**src/rtl/accum_step_sequencer.sv**
```systemverilog
// ============================================================================
// Module   : accum_step_sequencer
// Purpose  : Command sequencer for the 8-bit nonlinear accumulator
//            acc <= acc + incr/4 + (acc/8)^2. Supports seed load, single
//            step, prescaled run with an iteration limit, and stop.
// Options  : ACC_SAT_EN - saturate acc at 255 instead of wrapping mod 256,
//            and end an unlimited run once acc reaches 255.
// Revision : 1.0 - initial release
// ============================================================================
`default_nettype none

module accum_step_sequencer #(
  parameter int DIV   = 4,
  parameter int DIV_W = 24
) (
  input  logic       clk,
  input  logic       rst_n,
  input  logic       ena,
  input  logic       load,
  input  logic [7:0] seed,
  input  logic       start,
  input  logic       stop,
  input  logic       step_req,
  input  logic [7:0] incr,
  input  logic [7:0] limit,
  output logic [7:0] acc,
  output logic [7:0] iter_cnt,
  output logic       busy,
  output logic       done,
  output logic       wrap
);

  typedef enum logic [1:0] {
    S_IDLE = 2'd0,
    S_RUN  = 2'd1,
    S_DONE = 2'd2
  } state_t;

  localparam logic [DIV_W-1:0] PRE_LAST = DIV_W'(DIV - 1);

  state_t           state, state_nxt;
  logic [DIV_W-1:0] pre, pre_nxt;
  logic [7:0]       lim_q, lim_nxt;
  logic [7:0]       acc_nxt, iter_nxt, iter_inc, upd_val;
  logic             upd, wrap_nxt, ovf;
  logic [9:0]       sq;
  logic [10:0]      sum;

  // Datapath: the square term peaks at 961, so the sum needs 11 bits.
  assign sq       = {5'd0, acc[7:3]} * {5'd0, acc[7:3]};
  assign sum      = {3'd0, acc} + {5'd0, incr[7:2]} + {1'b0, sq};
  assign ovf      = |sum[10:8];
  assign iter_inc = (iter_cnt == 8'hFF) ? 8'hFF : iter_cnt + 8'd1;
`ifdef ACC_SAT_EN
  assign upd_val  = ovf ? 8'hFF : sum[7:0];
`else
  assign upd_val  = sum[7:0];
`endif

  // Next-state decode; command priority is load > stop > start > step_req.
  always_comb begin
    state_nxt = state;
    pre_nxt   = pre;
    lim_nxt   = lim_q;
    acc_nxt   = acc;
    iter_nxt  = iter_cnt;
    wrap_nxt  = 1'b0;
    upd       = 1'b0;
    if (load) begin
      acc_nxt   = seed;
      iter_nxt  = 8'd0;
      pre_nxt   = '0;
      state_nxt = S_IDLE;
    end else if (stop) begin
      pre_nxt   = '0;
      state_nxt = S_IDLE;
    end else begin
      case (state)
        S_IDLE: begin
          if (start) begin
            state_nxt = S_RUN;
            pre_nxt   = '0;
            iter_nxt  = 8'd0;
            lim_nxt   = limit;
          end else if (step_req) begin
            upd = 1'b1;
          end
        end
        S_RUN: begin
          if (pre == PRE_LAST) begin
            upd     = 1'b1;
            pre_nxt = '0;
          end else begin
            pre_nxt = pre + 1'b1;
          end
        end
        S_DONE: begin
          if (start) begin
            state_nxt = S_RUN;
            pre_nxt   = '0;
            iter_nxt  = 8'd0;
            lim_nxt   = limit;
          end
        end
        default: state_nxt = S_IDLE;
      endcase
    end

    if (upd) begin
      acc_nxt  = upd_val;
      iter_nxt = iter_inc;
      wrap_nxt = ovf;
      // A run ends on the update that brings the count up to the limit.
      if (state == S_RUN && lim_q != 8'd0 && iter_inc == lim_q)
        state_nxt = S_DONE;
`ifdef ACC_SAT_EN
      // An unlimited run has nothing left to do once acc is pinned at 255.
      if (state == S_RUN && lim_q == 8'd0 && upd_val == 8'hFF)
        state_nxt = S_DONE;
`endif
    end
  end

  // State and output registers; a low ena freezes everything but clears wrap.
  always_ff @(posedge clk or negedge rst_n) begin
    if (!rst_n) begin
      state    <= S_IDLE;
      pre      <= '0;
      lim_q    <= 8'd0;
      acc      <= 8'd0;
      iter_cnt <= 8'd0;
      busy     <= 1'b0;
      done     <= 1'b0;
      wrap     <= 1'b0;
    end else if (ena) begin
      state    <= state_nxt;
      pre      <= pre_nxt;
      lim_q    <= lim_nxt;
      acc      <= acc_nxt;
      iter_cnt <= iter_nxt;
      busy     <= (state_nxt == S_RUN);
      done     <= (state_nxt == S_DONE);
      wrap     <= wrap_nxt;
    end else begin
      wrap     <= 1'b0;
    end
  end

endmodule

`default_nettype wire
```
**config.mk**
```make
export PLATFORM = sky130hd
export DESIGN_NAME = accum_step_sequencer
export DESIGN_NICKNAME = d
export VERILOG_FILES = /design/src/rtl/accum_step_sequencer.sv
export SDC_FILE = /design/constraint.sdc
export NUM_CORES = 1
export LEC_CHECK = 0
export BUFFER_PORTS_ARGS = -buffer_cell sky130_fd_sc_hd__buf_2
export CAP_MARGIN = 25
export CORE_UTILIZATION = 30
export CTS_CLUSTER_DIAMETER = 200
export DETAILED_ROUTE_END_ITERATION = 10
export SYNTH_ARGS = -nofsm -noshare
export SYNTH_HDL_FRONTEND = slang
export SYNTH_SLANG_ARGS = --single-unit
```
**constraint.sdc**
```tcl
create_clock -name clk -period 5.79 [get_ports clk]
set_clock_uncertainty 0.2 [all_clocks]
set_input_delay 1.158 -clock clk [delete_from_list [all_inputs] [get_ports clk]]
set_output_delay 1.158 -clock clk [all_outputs]
set_load 0.01 [all_outputs]
```
==> impl_metrics.yaml <==
worst_setup_path:
  arrival_ns: 4.87
  cp.required_ns: 5.79
  slowest_delay_ns: 0.52
  cp_max_fo: 4
  crit_type: "in2reg"
  end_kind: "register"
  cp-start-kind: "primary input"
  crit_slowest_cell: "fa_1"
  path_cells: "buf_2, inv_1, fa_1, fa_1, inv_1, fa_1, inv_1, fa_1, inv_1, ha_1, nand2_1, o21ai_1, a2111oi_0, nor3_1, xnor2_1, a211oi_1"
cells_and_area:
  regArea_um2: 1326
  final_cell_mix: "nand2_1 (64), dfrtp_1 (53), buf_2 (47)"
  fin_area_um2: 4684
  finalCoreUtilization_pct: 35.10
  layout-drive-gt1-share_pct: 13.19
  fin_nets: 593
  num-fill-cells: 1410
  multi_input_area_um2: 2581
  final_common_cell: "nand2_1"
  area_delta_synth_final_pct: 13.08
grt:
  grt_max_degree: 54
  track_usage_pct: 14.62
  grt_pass1_wl_um: 16930
  grt_pass1_vias: 3532
  globalRoute.totalOverflow: 0
  antenna_found_initial: 1
floorplan:
  die_h_um: 119.5
  rows: 42
  die_area_um2: 14280
  start_util_pct: 31.04
  die_x_um: 119.5
  io_pins: 50
  coreArea_um2: 13350
job:
  max_cap_violations: 0
cts:
  clk_pin_slew_ns: 0.07
  cts_resized: 0
  cts_tree: "done"
  cts_max_path_buffers: 2
  h-tree-depth: 2
  root_buffer: "clkbuf_16"
  hold_buffers: 0
  post_cts_buffers: 0
  clock-sinks: 53
  clock_latency_ns: 0.30
  cts_buffers: 5
timing:
  hold_viol: 0
  maxSlewHeadroom_pct: 42.04
  fin_crit_sh_pct: 84.14
  timing.setup.tns_ns: 0
  worst_slew_pin_slew_ns: 0.8661
  fmax_mhz: 205.3
  period_minus_slack_ns: 4.871
  finalMaxSlewViolations: 0
  rsz0062_at_grt: "no"
  setup_violations: 0
detailed_routing:
  drtPass1Iterations: 4
  drt_iter0_markers: 280
  routed_via_density: 5.064
  route.detailed.wl_per_inst_um: 13.90
  totalWireLength_um: 9733
  vias: 3545
  drc: 0
  antenna_left: 0
power:
  power.total_uw: 2889
  peakVddDrop_uv: 496.9
  leakagePower_uw: 0.002166
  p_per_area_nw_per_um2: 616.7
yosys:
  ys_types: 60
  synth_fp_nets: 552
  synth_edf_count: 0
  yosys_warnings: 0
  yosys_most_used_dff: "dfrtp_1"
  async_flop_share_pct: 100.0
  seq_area_frac_synth_pct: 32.01
  netlist_area_um2: 4143
  synth_cells: 481
  synth.avg_cell_area_um2: 8.613
  synth-seq-cells: 53
placed_design:
  postPlaceCellArea_um2: 4536
  portBuffers: 47
  post-dp-hpwl_um: 7369
  gp_congestion: 0.8455
status:
  status: "finished, final reports clean"
min_path:
  holdCritPathClass: "reg2reg"
==> worst max-delay path, delay by kind of cell <==
| kind | cells | cell delay, ns |
|---|---|---|
| buf+inv | 5 | 0.28 |
| simple gates | 2 | 0.22 |
| xor+xnor | 1 | 0.14 |
| compound gates | 3 | 0.73 |
| fa+ha+maj | 5 | 2.35 |
==> sequential cells by signal, summed over array words and instances, names as in the netlist <==
name	cells
acc	8
lim_q	8
busy	1
iter_cnt	8
pre	24
done	1
wrap	1
state	2
==> synth_stat cells (all sizes together) (3+ instances only) <==
| master | n | area [um2] |
|---|---|---|
| and4 | 5 | 43.79 |
| a21o | 4 | 30.03 |
| nand2b | 3 | 18.77 |
| nor4 | 8 | 62.56 |
| nand2 | 64 | 240.2 |
| fa | 15 | 300.3 |
| xor2 | 14 | 122.6 |
| a21oi | 27 | 135.1 |
| nor3 | 11 | 55.05 |
| and2 | 7 | 43.79 |
| nand3 | 13 | 65.06 |
| mux2i | 11 | 110.1 |
| o21ai | 33 | 165.2 |
| buf | 9 | 51.30 |
| xnor2 | 13 | 113.9 |
| dfrtp | 53 | 1326 |
| nor2 | 43 | 163.9 |
| mux2 | 8 | 90.08 |
| nand4 | 14 | 93.84 |
| or2 | 5 | 31.28 |
| clkbuf | 7 | 26.28 |
| inv | 42 | 157.7 |
| nor2b | 3 | 18.77 |
| and3 | 6 | 37.54 |
| a31oi | 5 | 31.28 |
| a211oi | 3 | 22.52 |
| ha | 25 | 312.8 |
==> final cells by class <==
class                           count  area share, %
Clock buffer                        6          2.751
Antenna cell                        1        0.05342
Timing Repair Buffer               50          5.502
Tap cell                          176          4.701
Inverter                           42          3.365
Clock inverter                      2         0.2137
Multi-Input combinational cell    370          55.10
Sequential cell                    53          28.31
==> report_power, final <==
part / switching (uW) / internal [uW]
clock network: 132 / 159
registers: 64.6 / 411
logic: 1150 / 973
==> per-stage QoR <==
stage               hold slack, ns  instances  setup WS, ns
finish                      0.3150        700        0.9185
global placement            0.2971        690        0.6845
detailed placement          0.3034        690        0.5727
CTS                         0.3138        698        0.9107
global route                0.3394        699        0.6722
floorplan                   0.2733        481        0.9158
==> metal layers <==
metal / vias to the layer above / routed length, um / global-route usage [%]
li1: 1761 / - / -
met3: 8 / 375 / 2.662
met4: 0 / 72 / 3.438
met2: 67 / 4797 / 25.14
met5: - / 0 / 0
met1: 1709 / 4488 / 18.94
==> logic make-up (layout without fill, tap and decap cells) <==
logic type	after synthesis	count (layout)	share of synthesized area [%]
AO/OA/AOI/OAI	96	96	14.71
XOR/XNOR	27	27	5.708
adder cells (fa/ha/maj)	40	40	14.80
buffers and inverters	58	100	5.678
flip-flops	53	53	32.01
multiplexers	19	19	4.832
other	0	1	0
AND/OR/NAND/NOR	188	188	22.26
==> final timing paths <==
| path | start | endpoint | slack [ns] | depth (start not counted) |
|---|---|---|---|---|
| worst min register to register | pre[13] | pre[13] | 0.32 | 1 |
| worst min-delay path | pre[13] | pre[13] | 0.32 | 1 |
| min in group asynchronous | rst_n | pre[8] | 0.80 | 2 |
| worst max register to register | acc[7] | wrap | 1.20 | 15 |
| worst max-delay path | incr[6] | wrap | 0.92 | 16 |
| max in group asynchronous | rst_n | pre[20] | 4.13 | 2 |
(Power assumes the default switching activity.)
